### src/rtl/cc_posjug2_shifter_if.sv
// cc_posjug2_shifter_if: player-2 button, collision and position bus between game logic and shifter
interface cc_posjug2_shifter_if #(parameter int DATAWIDTH = 8);
  logic                 CC_POSJUG2_SHIFTER_left_In;
  logic                 CC_POSJUG2_SHIFTER_right_In;
  logic                 CC_POSJUG2_SHIFTER_collision_In;
  logic [DATAWIDTH-1:0] CC_POSJUG2_SHIFTER_posjug2_OutBUS;
  logic                 CC_POSJUG2_SHIFTER_frozen_Out;
  logic [3:0]           CC_POSJUG2_SHIFTER_hits_OutBUS;
  modport master (
    output CC_POSJUG2_SHIFTER_left_In, CC_POSJUG2_SHIFTER_right_In, CC_POSJUG2_SHIFTER_collision_In,
    input  CC_POSJUG2_SHIFTER_posjug2_OutBUS, CC_POSJUG2_SHIFTER_frozen_Out, CC_POSJUG2_SHIFTER_hits_OutBUS
  );
  modport slave (
    input  CC_POSJUG2_SHIFTER_left_In, CC_POSJUG2_SHIFTER_right_In, CC_POSJUG2_SHIFTER_collision_In,
    output CC_POSJUG2_SHIFTER_posjug2_OutBUS, CC_POSJUG2_SHIFTER_frozen_Out, CC_POSJUG2_SHIFTER_hits_OutBUS
  );
endinterface

### src/rtl/cc_posjug2_shifter.sv
// cc_posjug2_shifter: player-2 one-hot lane position with move cooldown and collision freeze; POSJUG2_WRAP_EN makes moves wrap at the edges
module cc_posjug2_shifter #(
  parameter int DATAWIDTH = 8,
  parameter int START_POS = 3,
  parameter int COOLDOWN  = 4,
  parameter int FREEZE    = 8
) (
  input logic CC_POSJUG2_SHIFTER_CLOCK_50,
  input logic CC_POSJUG2_SHIFTER_RESET_InHigh,
  cc_posjug2_shifter_if.slave bus
);
  typedef enum logic [1:0] {IDLE, COOL, FROZEN} state_t;
  localparam logic [DATAWIDTH-1:0] START = {{(DATAWIDTH-1){1'b0}}, 1'b1} << START_POS;
  localparam logic [7:0] COOL_LD = 8'(COOLDOWN - 1);
  localparam logic [7:0] FRZ_LD  = 8'(FREEZE - 1);
  state_t               r_state, w_state_n;
  logic [DATAWIDTH-1:0] r_pos, w_pos_n, w_pos_l, w_pos_r;
  logic [7:0]           r_cnt, w_cnt_n;
  logic [3:0]           r_hits, w_hits_n;
  logic                 r_left_q, r_right_q, r_frozen;
  logic                 w_left_edge, w_right_edge;
  assign w_left_edge  = bus.CC_POSJUG2_SHIFTER_left_In & ~r_left_q;
  assign w_right_edge = bus.CC_POSJUG2_SHIFTER_right_In & ~r_right_q;
`ifdef POSJUG2_WRAP_EN
  assign w_pos_l = {r_pos[DATAWIDTH-2:0], r_pos[DATAWIDTH-1]};
  assign w_pos_r = {r_pos[0], r_pos[DATAWIDTH-1:1]};
`else
  assign w_pos_l = r_pos[DATAWIDTH-1] ? r_pos : r_pos << 1;
  assign w_pos_r = r_pos[0] ? r_pos : r_pos >> 1;
`endif
  assign bus.CC_POSJUG2_SHIFTER_posjug2_OutBUS = r_pos;
  assign bus.CC_POSJUG2_SHIFTER_frozen_Out     = r_frozen;
  assign bus.CC_POSJUG2_SHIFTER_hits_OutBUS    = r_hits;
  // next state: collision outranks moves outside FROZEN; COOL and FROZEN count down to IDLE
  always_comb begin
    w_state_n = r_state;
    w_pos_n   = r_pos;
    w_cnt_n   = r_cnt;
    w_hits_n  = r_hits;
    if (r_state != FROZEN && bus.CC_POSJUG2_SHIFTER_collision_In) begin
      w_state_n = FROZEN;
      w_pos_n   = START;
      w_cnt_n   = FRZ_LD;
      w_hits_n  = r_hits + {3'b0, r_hits != 4'hf};
    end else if (r_state == IDLE) begin
      if (w_left_edge ^ w_right_edge) begin
        w_state_n = COOL;
        w_pos_n   = w_left_edge ? w_pos_l : w_pos_r;
        w_cnt_n   = COOL_LD;
      end
    end else begin
      w_pos_n   = r_state == FROZEN ? START : r_pos;
      w_state_n = r_cnt == 8'd0 ? IDLE : r_state;
      w_cnt_n   = r_cnt == 8'd0 ? r_cnt : r_cnt - 8'd1;
    end
  end
  // state, position, counters and button history registers
  always_ff @(posedge CC_POSJUG2_SHIFTER_CLOCK_50 or posedge CC_POSJUG2_SHIFTER_RESET_InHigh) begin
    if (CC_POSJUG2_SHIFTER_RESET_InHigh) begin
      r_state   <= IDLE;
      r_pos     <= START;
      r_cnt     <= 8'd0;
      r_hits    <= 4'd0;
      r_frozen  <= 1'b0;
      r_left_q  <= 1'b0;
      r_right_q <= 1'b0;
    end else begin
      r_state   <= w_state_n;
      r_pos     <= w_pos_n;
      r_cnt     <= w_cnt_n;
      r_hits    <= w_hits_n;
      r_frozen  <= w_state_n == FROZEN;
      r_left_q  <= bus.CC_POSJUG2_SHIFTER_left_In;
      r_right_q <= bus.CC_POSJUG2_SHIFTER_right_In;
    end
  end
endmodule

### src/flat_wrapper.sv
// flat-port wrapper written by rule: the top's interface ports become plain ports
module cc_posjug2_shifter_flat 
#(
  parameter int DATAWIDTH = 8,
  parameter int START_POS = 3,
  parameter int COOLDOWN  = 4,
  parameter int FREEZE    = 8
)
  (CC_POSJUG2_SHIFTER_CLOCK_50, CC_POSJUG2_SHIFTER_RESET_InHigh, bus_CC_POSJUG2_SHIFTER_left_In, bus_CC_POSJUG2_SHIFTER_right_In, bus_CC_POSJUG2_SHIFTER_collision_In, bus_CC_POSJUG2_SHIFTER_posjug2_OutBUS, bus_CC_POSJUG2_SHIFTER_frozen_Out, bus_CC_POSJUG2_SHIFTER_hits_OutBUS);
  cc_posjug2_shifter_if #(.DATAWIDTH(DATAWIDTH)) bus_i ();
  input logic CC_POSJUG2_SHIFTER_CLOCK_50;
  input logic CC_POSJUG2_SHIFTER_RESET_InHigh;
  input wire logic [$bits(bus_i.CC_POSJUG2_SHIFTER_left_In)-1:0] bus_CC_POSJUG2_SHIFTER_left_In;
  input wire logic [$bits(bus_i.CC_POSJUG2_SHIFTER_right_In)-1:0] bus_CC_POSJUG2_SHIFTER_right_In;
  input wire logic [$bits(bus_i.CC_POSJUG2_SHIFTER_collision_In)-1:0] bus_CC_POSJUG2_SHIFTER_collision_In;
  output wire logic [$bits(bus_i.CC_POSJUG2_SHIFTER_posjug2_OutBUS)-1:0] bus_CC_POSJUG2_SHIFTER_posjug2_OutBUS;
  output wire logic [$bits(bus_i.CC_POSJUG2_SHIFTER_frozen_Out)-1:0] bus_CC_POSJUG2_SHIFTER_frozen_Out;
  output wire logic [$bits(bus_i.CC_POSJUG2_SHIFTER_hits_OutBUS)-1:0] bus_CC_POSJUG2_SHIFTER_hits_OutBUS;
  assign bus_i.CC_POSJUG2_SHIFTER_left_In = bus_CC_POSJUG2_SHIFTER_left_In;
  assign bus_i.CC_POSJUG2_SHIFTER_right_In = bus_CC_POSJUG2_SHIFTER_right_In;
  assign bus_i.CC_POSJUG2_SHIFTER_collision_In = bus_CC_POSJUG2_SHIFTER_collision_In;
  assign bus_CC_POSJUG2_SHIFTER_posjug2_OutBUS = bus_i.CC_POSJUG2_SHIFTER_posjug2_OutBUS;
  assign bus_CC_POSJUG2_SHIFTER_frozen_Out = bus_i.CC_POSJUG2_SHIFTER_frozen_Out;
  assign bus_CC_POSJUG2_SHIFTER_hits_OutBUS = bus_i.CC_POSJUG2_SHIFTER_hits_OutBUS;
  cc_posjug2_shifter #(.DATAWIDTH(DATAWIDTH), .START_POS(START_POS), .COOLDOWN(COOLDOWN), .FREEZE(FREEZE)) u_core (.CC_POSJUG2_SHIFTER_CLOCK_50(CC_POSJUG2_SHIFTER_CLOCK_50), .CC_POSJUG2_SHIFTER_RESET_InHigh(CC_POSJUG2_SHIFTER_RESET_InHigh), .bus(bus_i));
endmodule
### config.mk
export PLATFORM = sky130hd
export DESIGN_NAME = cc_posjug2_shifter_flat
export DESIGN_NICKNAME = d
export VERILOG_FILES = /design/src/rtl/cc_posjug2_shifter_if.sv /design/src/rtl/cc_posjug2_shifter.sv /design/src/flat_wrapper.sv
export SDC_FILE = /design/constraint.sdc
export NUM_CORES = 1
export LEC_CHECK = 0
export CORE_UTILIZATION = 58
export CTS_BUF_LIST = sky130_fd_sc_hd__clkbuf_16
export DETAILED_ROUTE_END_ITERATION = 10
export PLACE_DENSITY = 0.83
export SLEW_MARGIN = 20
export SYNTH_ARGS = -nofsm -noshare
export SYNTH_HDL_FRONTEND = slang
export SYNTH_SLANG_ARGS = --single-unit
### constraint.sdc
create_clock -name CC_POSJUG2_SHIFTER_CLOCK_50 -period 3.4 [get_ports CC_POSJUG2_SHIFTER_CLOCK_50]
set_input_delay 0.51 -clock CC_POSJUG2_SHIFTER_CLOCK_50 [delete_from_list [all_inputs] [get_ports CC_POSJUG2_SHIFTER_CLOCK_50]]
set_output_delay 0.51 -clock CC_POSJUG2_SHIFTER_CLOCK_50 [all_outputs]
set_load 0.005 [all_outputs]
## After elaboration in Yosys (flattened, before gate mapping)

Cells that the tools add are included.

| word-level totals | value |
|---|---|
| bits in registers | 25 |
| latch bits | 0 |
| memory bits (writable) | 0 |
| bits in read-only memories | 0 |
| bits of input ports | 5 |
| output and inout bits | 13 |
| logic and storage cells | 47 |
| memories | 0 |

| operators by class | value |
|---|---|
| add/subtract/negate cells | 2 |
| multipliers | 0 |
| div/mod/pow operators | 0 |
| magnitude comparators | 0 |
| equal/unequal tests | 8 |
| shifts and indexed selects | 0 |
| muxes and demuxes | 15 |
| bitwise logic cells | 5 |
| reduce and logical (&&, ||, !) cells | 8 |

Operators with widths:

| operator | count |
|---|---|
| $mux 8 | 11 |
| $ne 4x4->1 const B | 3 |
| $logic_not 8->1 | 1 |
| $mux 2 | 4 |
| $sub 8x1->8 const B | 1 |
| $reduce_and 3->1 | 2 |
| $add 4x1->4 | 1 |
| $eq 2x2->1 const B | 2 |
| $reduce_and 4->1 | 1 |
| $ne 3x1->1 const B | 1 |
| $ne 3x2->1 const B | 1 |
| $reduce_bool 3->1 | 1 |
| $and 1x1->1 | 2 |
| $logic_not 2->1 | 1 |
| $ne 2x2->1 const B | 1 |
| $not 1->1 | 2 |
| $reduce_and 2->1 | 1 |
| $logic_and 1x1->1 | 1 |
| $xor 1x1->1 | 1 |

## Logic depth before layout (Yosys ltp)

| logic depth | value |
|---|---|
| depth after elaboration | 7 |
| mapped depth | 7 |

## Worst setup path after synthesis

No wires, ideal clock.

| timing | value |
|---|---|
| path kind | input -> register |
| from | input port bus_CC_POSJUG2_SHIFTER_left_In |
| to | register u_core.r_pos[2], in the netlist u_core.bus.CC_POSJUG2_SHIFTER_posjug2_OutBUS[2] |
| setup time | 0.125 ns |
| data arrival time | 1.654 ns |
| required time | 3.275 ns |
| setup slack | 1.622 ns |
| stages on the path | 6 |
| buffers on the path | 1 |
| cells stage by stage | and2b_1 buf_2 mux2i_1 a21oi_1 nor2_2 mux2_2 |

| between the ends | value |
|---|---|
| word-level cells in the longest chain between the ends | 5 |
| elaborated cells between the ends (all ways) | 10 |
| those cells by class | 3 x eq/ne; 4 x mux; 2 x bitwise; 1 x reduce/logical |

Ends and longest elaborated chain:

| item | RTL line | text |
|---|---|---|
| start, declared | flat_wrapper.sv:13 | `input wire logic [$bits(bus_i.CC_POSJUG2_SHIFTER_left_In)-1:0] bus_CC_POSJUG2_SHIFTER_left_In;` |
| $and 1x1->1 * | cc_posjug2_shifter.sv:22 | `assign w_left_edge = bus.CC_POSJUG2_SHIFTER_left_In & ~r_left_q;` |
| $mux 8 | cc_posjug2_shifter.sv:48 | `w_pos_n = w_left_edge ? w_pos_l : w_pos_r;` |
| $mux 8 | cc_posjug2_shifter.sv:46 | `if (w_left_edge ^ w_right_edge) begin` |
| $mux 8 | cc_posjug2_shifter.sv:45 | `end else if (r_state == IDLE) begin` |
| $mux 8 | cc_posjug2_shifter.sv:40 | `if (r_state != FROZEN && bus.CC_POSJUG2_SHIFTER_collision_In) begin` |
| end signal, assigned | cc_posjug2_shifter.sv:69 | `r_pos <= w_pos_n;` |
| end, declared | cc_posjug2_shifter.sv:17 | `logic [DATAWIDTH-1:0] r_pos, w_pos_n, w_pos_l, w_pos_r;` |

Every way passes the cells marked *; elsewhere a longest branch is shown, timed or not. The select of a mux whose other input is x is not followed.
A chain may end at the register's enable or synchronous reset.

## Worst setup path after layout

Same ends and word-level chain as after synthesis.

==> run_results.csv <==
group,metric,value,unit
timing,worst_pin_slew,0.9418,ns
worst_hold_path,hold_depth,1,
job,maxCapViolCount,0,
yosys,seq_area_frac_synth,45.84,%
clock_tree,hold_buffers,0,
floorplanning,die_h,50.56,um
drt,route.detailed.drc,0,
yosys,ys_warn_count,0,
global_route,antenna_found_initial,0,
critical_path,cp-start-kind,"input pin",
clock_tree,clockBufferDepth,2,
yosys,synthFlopType,"dfrtp_1",
clock_tree,cts_resized,0,
yosys,syn-num-nets,153,
yosys,synth_cell_types,40,
timing,hold_violations,0,
power,pwr-share-seq,40.1,%
clock_tree,cts_tree,"done",
floorplanning,initial_core_util,61.82,%
yosys,syn-mean-instance-area,9.497,um^2
yosys,yosysMostFrequentCell,"dfrtp_1",
power,switching_share,35.63,%
cells_and_area,final_core_util,73.19,%
power,ir_worst_vdd,439.2,uV
cells_and_area,nNetsFinal,169,
global_route,grt_start_max_net_pins,26,
power,p_sw,0.4142,mW
yosys,ys_ff_latch,25,
critical_path,r2r_start,"u_core.r_left_q",
floorplanning,row_count,17,
timing,relSlewSlack,37.14,%
drt,drt.antenna.violating_nets,0,
power,clock_power_share,21.9,%
cells_and_area,antenna_cells,0,
placement,dp_hpwl,1.853,mm
floorplanning,ioPinCount,18,
clock_tree,cts_made_buffers,3,
critical_path,reg2reg_depth,5,
worst_hold_path,hold_path_class,"reg -> reg",
timing,rsz0062_at_grt,"false",
worst_hold_path,hold_path_end,"u_core.bus.CC_POSJUG2_SHIFTER_hits_OutBUS[3]",
yosys,yosysTopAreaCell,"dfrtp_1",
critical_path,worstPathRequired,3.54,ns
clock_tree,clk_latency,0.26,ns
drt,vias,1107,
critical_path,r2r_setup_slack,1.44,ns
drt,wl,2.640,mm
global_route,grt_pass1_wl,4.505,mm
power,p_leak,0.7007,nW
placement,gp_congestion,0.8481,
power,powerDensity,718.0,mW/mm^2
clock_tree,cts_root_buf,"clkbuf_16",
cells_and_area,area_growth,18.39,%
drt,dr.pass1.iters,4,
placement,portBuffers,17,
timing,setup_viol,0,
drt,routedWlPerCell,14.12,um
floorplanning,core_area,0.002212,mm^2
timing,setup_tns,0,ns
timing,fin_skew,0.006662,ns
power,internal-power,0.7483,mW
critical_path,r2r_end,"u_core.bus.CC_POSJUG2_SHIFTER_posjug2_OutBUS[2]",
critical_path,critical_path_class,"in -> reg",
timing,period_minus_slack,2.328,ns
clock_tree,clkSinkCount,25,
floorplanning,die_area,0.002556,mm^2
clock_tree,htreeDepth,1,
timing,final_max_slew_viol_count,0,
yosys,synth_area,0.001368,mm^2
timing,fmax,0.4296,GHz
drt,drtIter0Drc,26,
clock_tree,clk_pin_slew,0.06,ns
critical_path,endpoint_kind,"register",
drt,vias_per_cell,5.920,
yosys,synthArstFlopShare,100.0,%
timing,period_share,68.46,%
clock_tree,cts_setup_buffers,0,
critical_path,critPathMaxFanout,7,
yosys,netlist_top_cells_area,"dfrtp_1 44%, nand2_1 5.5%, o21ai_0 4.4%, a21oi_1 3.7%, ha_1 3.7%",
yosys,synth_top_area_share,43.92,%
yosys,yosys-top-cells-count,"24 x dfrtp_1, 20 x nand2_1, 12 x o21ai_0, 10 x a21oi_1, 10 x nor2_1",
global_route,grt_usage,23.83,%
global_route,grt_pass1_vias,1019,
yosys,synth-edff-count,0,
worst_hold_path,min_from,"u_core.bus.CC_POSJUG2_SHIFTER_hits_OutBUS[3]",
cells_and_area,drive_gt1_share,8.805,%
run_status,status,"finished clean",
critical_path,arrival,2.47,ns
yosys,netlist_instances,144,
global_route,overflow,0,
floorplanning,dieWidth,50.56,um
power,power_frac_comb,38.1,%
-- layout by cell type, fill, tap and decap left out, types with 3 or more instances in the layout --
cell type / synthesis / routed
a21oi_1: 10 / 10
dfrtp_1: 24 / 24
clkdlybuf4s50_1: 0 / 17
nor2_1: 10 / 10
nand2_1: 20 / 20
inv_1: 6 / 7
clkbuf_16: 0 / 3
nor3b_1: 3 / 3
o31ai_1: 4 / 4
mux2_2: 3 / 3
ha_1: 4 / 4
nand4_1: 3 / 3
o21ai_0: 12 / 12
-- power by group through the flow --
stage / clock network (mW) / registers [mW] / logic [mW]
2_1_floorplan: 0 / 0.455 / 0.313
3_3_place_gp: 0 / 0.465 / 0.425
3_5_place_dp: 0 / 0.469 / 0.443
4_1_cts: 0.257 / 0.464 / 0.445
5_1_grt: 0.269 / 0.478 / 0.509
6_report: 0.254 / 0.466 / 0.443
-- cells by family (layout without fill, tap and decap cells) --
logic type	Yosys count	count (layout)	synth area share (%)
XOR/XNOR	3	3	3.294
adder cells (fa/ha/maj)	4	4	3.660
flip-flops	25	25	45.84
AO/OA/AOI/OAI	38	38	17.66
multiplexers	5	5	3.934
buffers and inverters	12	27	4.025
AND/OR/NAND/NOR	57	57	21.59
-- routing by layer --
metal  share of wire [%]  track usage (%)  up-vias
met5                   0                0        -
met4                 1.6            10.65        0
met3                 4.2            1.818        5
met2                  47            37.11       36
met1                  48            33.99      527
li1                    -                -      539
-- through the flow --
| step | cell area [um^2] | worst slack (ns) | cells | hold WS [ns] | total power [mW] |
|---|---|---|---|---|---|
| global route | 1619 | 0.9421 | 187 | 0.5192 | 1.255 |
| global placement | 1540 | 0.9694 | 183 | 0.4948 | 0.8899 |
| detailed placement | 1540 | 0.8665 | 183 | 0.4979 | 0.9116 |
| CTS | 1619 | 1.067 | 187 | 0.5108 | 1.167 |
| floorplan | 1368 | 1.622 | 144 | 0.4611 | 0.7688 |
| finish | 1619 | 1.072 | 187 | 0.5000 | 1.162 |
-- critical path: stages --
cell,delay [ns]
clkdlybuf4s50_1,0.54
and2b_1,0.29
mux2i_1,0.34
a21oi_1,0.17
nor2_2,0.24
mux2_2,0.37
-- layout make-up --
| class | count | area, um^2 |
|---|---|---|
| Multi-Input combinational cell | 107 | 685.7 |
| Sequential cell | 25 | 626.9 |
| Fill cell | 156 | 593.1 |
| Timing Repair Buffer | 17 | 170.2 |
| Clock buffer | 3 | 75.07 |
| Tap cell | 28 | 35.03 |
| Inverter | 6 | 22.52 |
| Clock inverter | 1 | 3.754 |
-- sequential cells by signal (all words and copies together), names as in the netlist --
signal / flops
u_core.bus.CC_POSJUG2_SHIFTER_frozen_Out: 1
u_core.bus.CC_POSJUG2_SHIFTER_hits_OutBUS: 4
u_core.bus.CC_POSJUG2_SHIFTER_posjug2_OutBUS: 8
u_core.r_cnt: 8
u_core.r_left_q: 1
u_core.r_right_q: 1
u_core.r_state: 2
-- how the worst max path moves through the flow --
stage,start,to,slack (ns),cells after the start
floorplan,bus_CC_POSJUG2_SHIFTER_left_In,u_core.bus.CC_POSJUG2_SHIFTER_posjug2_OutBUS[2],1.62,6
global route,bus_CC_POSJUG2_SHIFTER_left_In,u_core.bus.CC_POSJUG2_SHIFTER_posjug2_OutBUS[2],0.94,6
global placement,bus_CC_POSJUG2_SHIFTER_left_In,u_core.bus.CC_POSJUG2_SHIFTER_posjug2_OutBUS[4],0.97,6
detailed placement,bus_CC_POSJUG2_SHIFTER_left_In,u_core.bus.CC_POSJUG2_SHIFTER_posjug2_OutBUS[2],0.87,6
CTS,bus_CC_POSJUG2_SHIFTER_left_In,u_core.bus.CC_POSJUG2_SHIFTER_posjug2_OutBUS[2],1.07,6
finish,bus_CC_POSJUG2_SHIFTER_left_In,u_core.bus.CC_POSJUG2_SHIFTER_posjug2_OutBUS[2],1.07,6
Power figures use the tool's default switching activity.
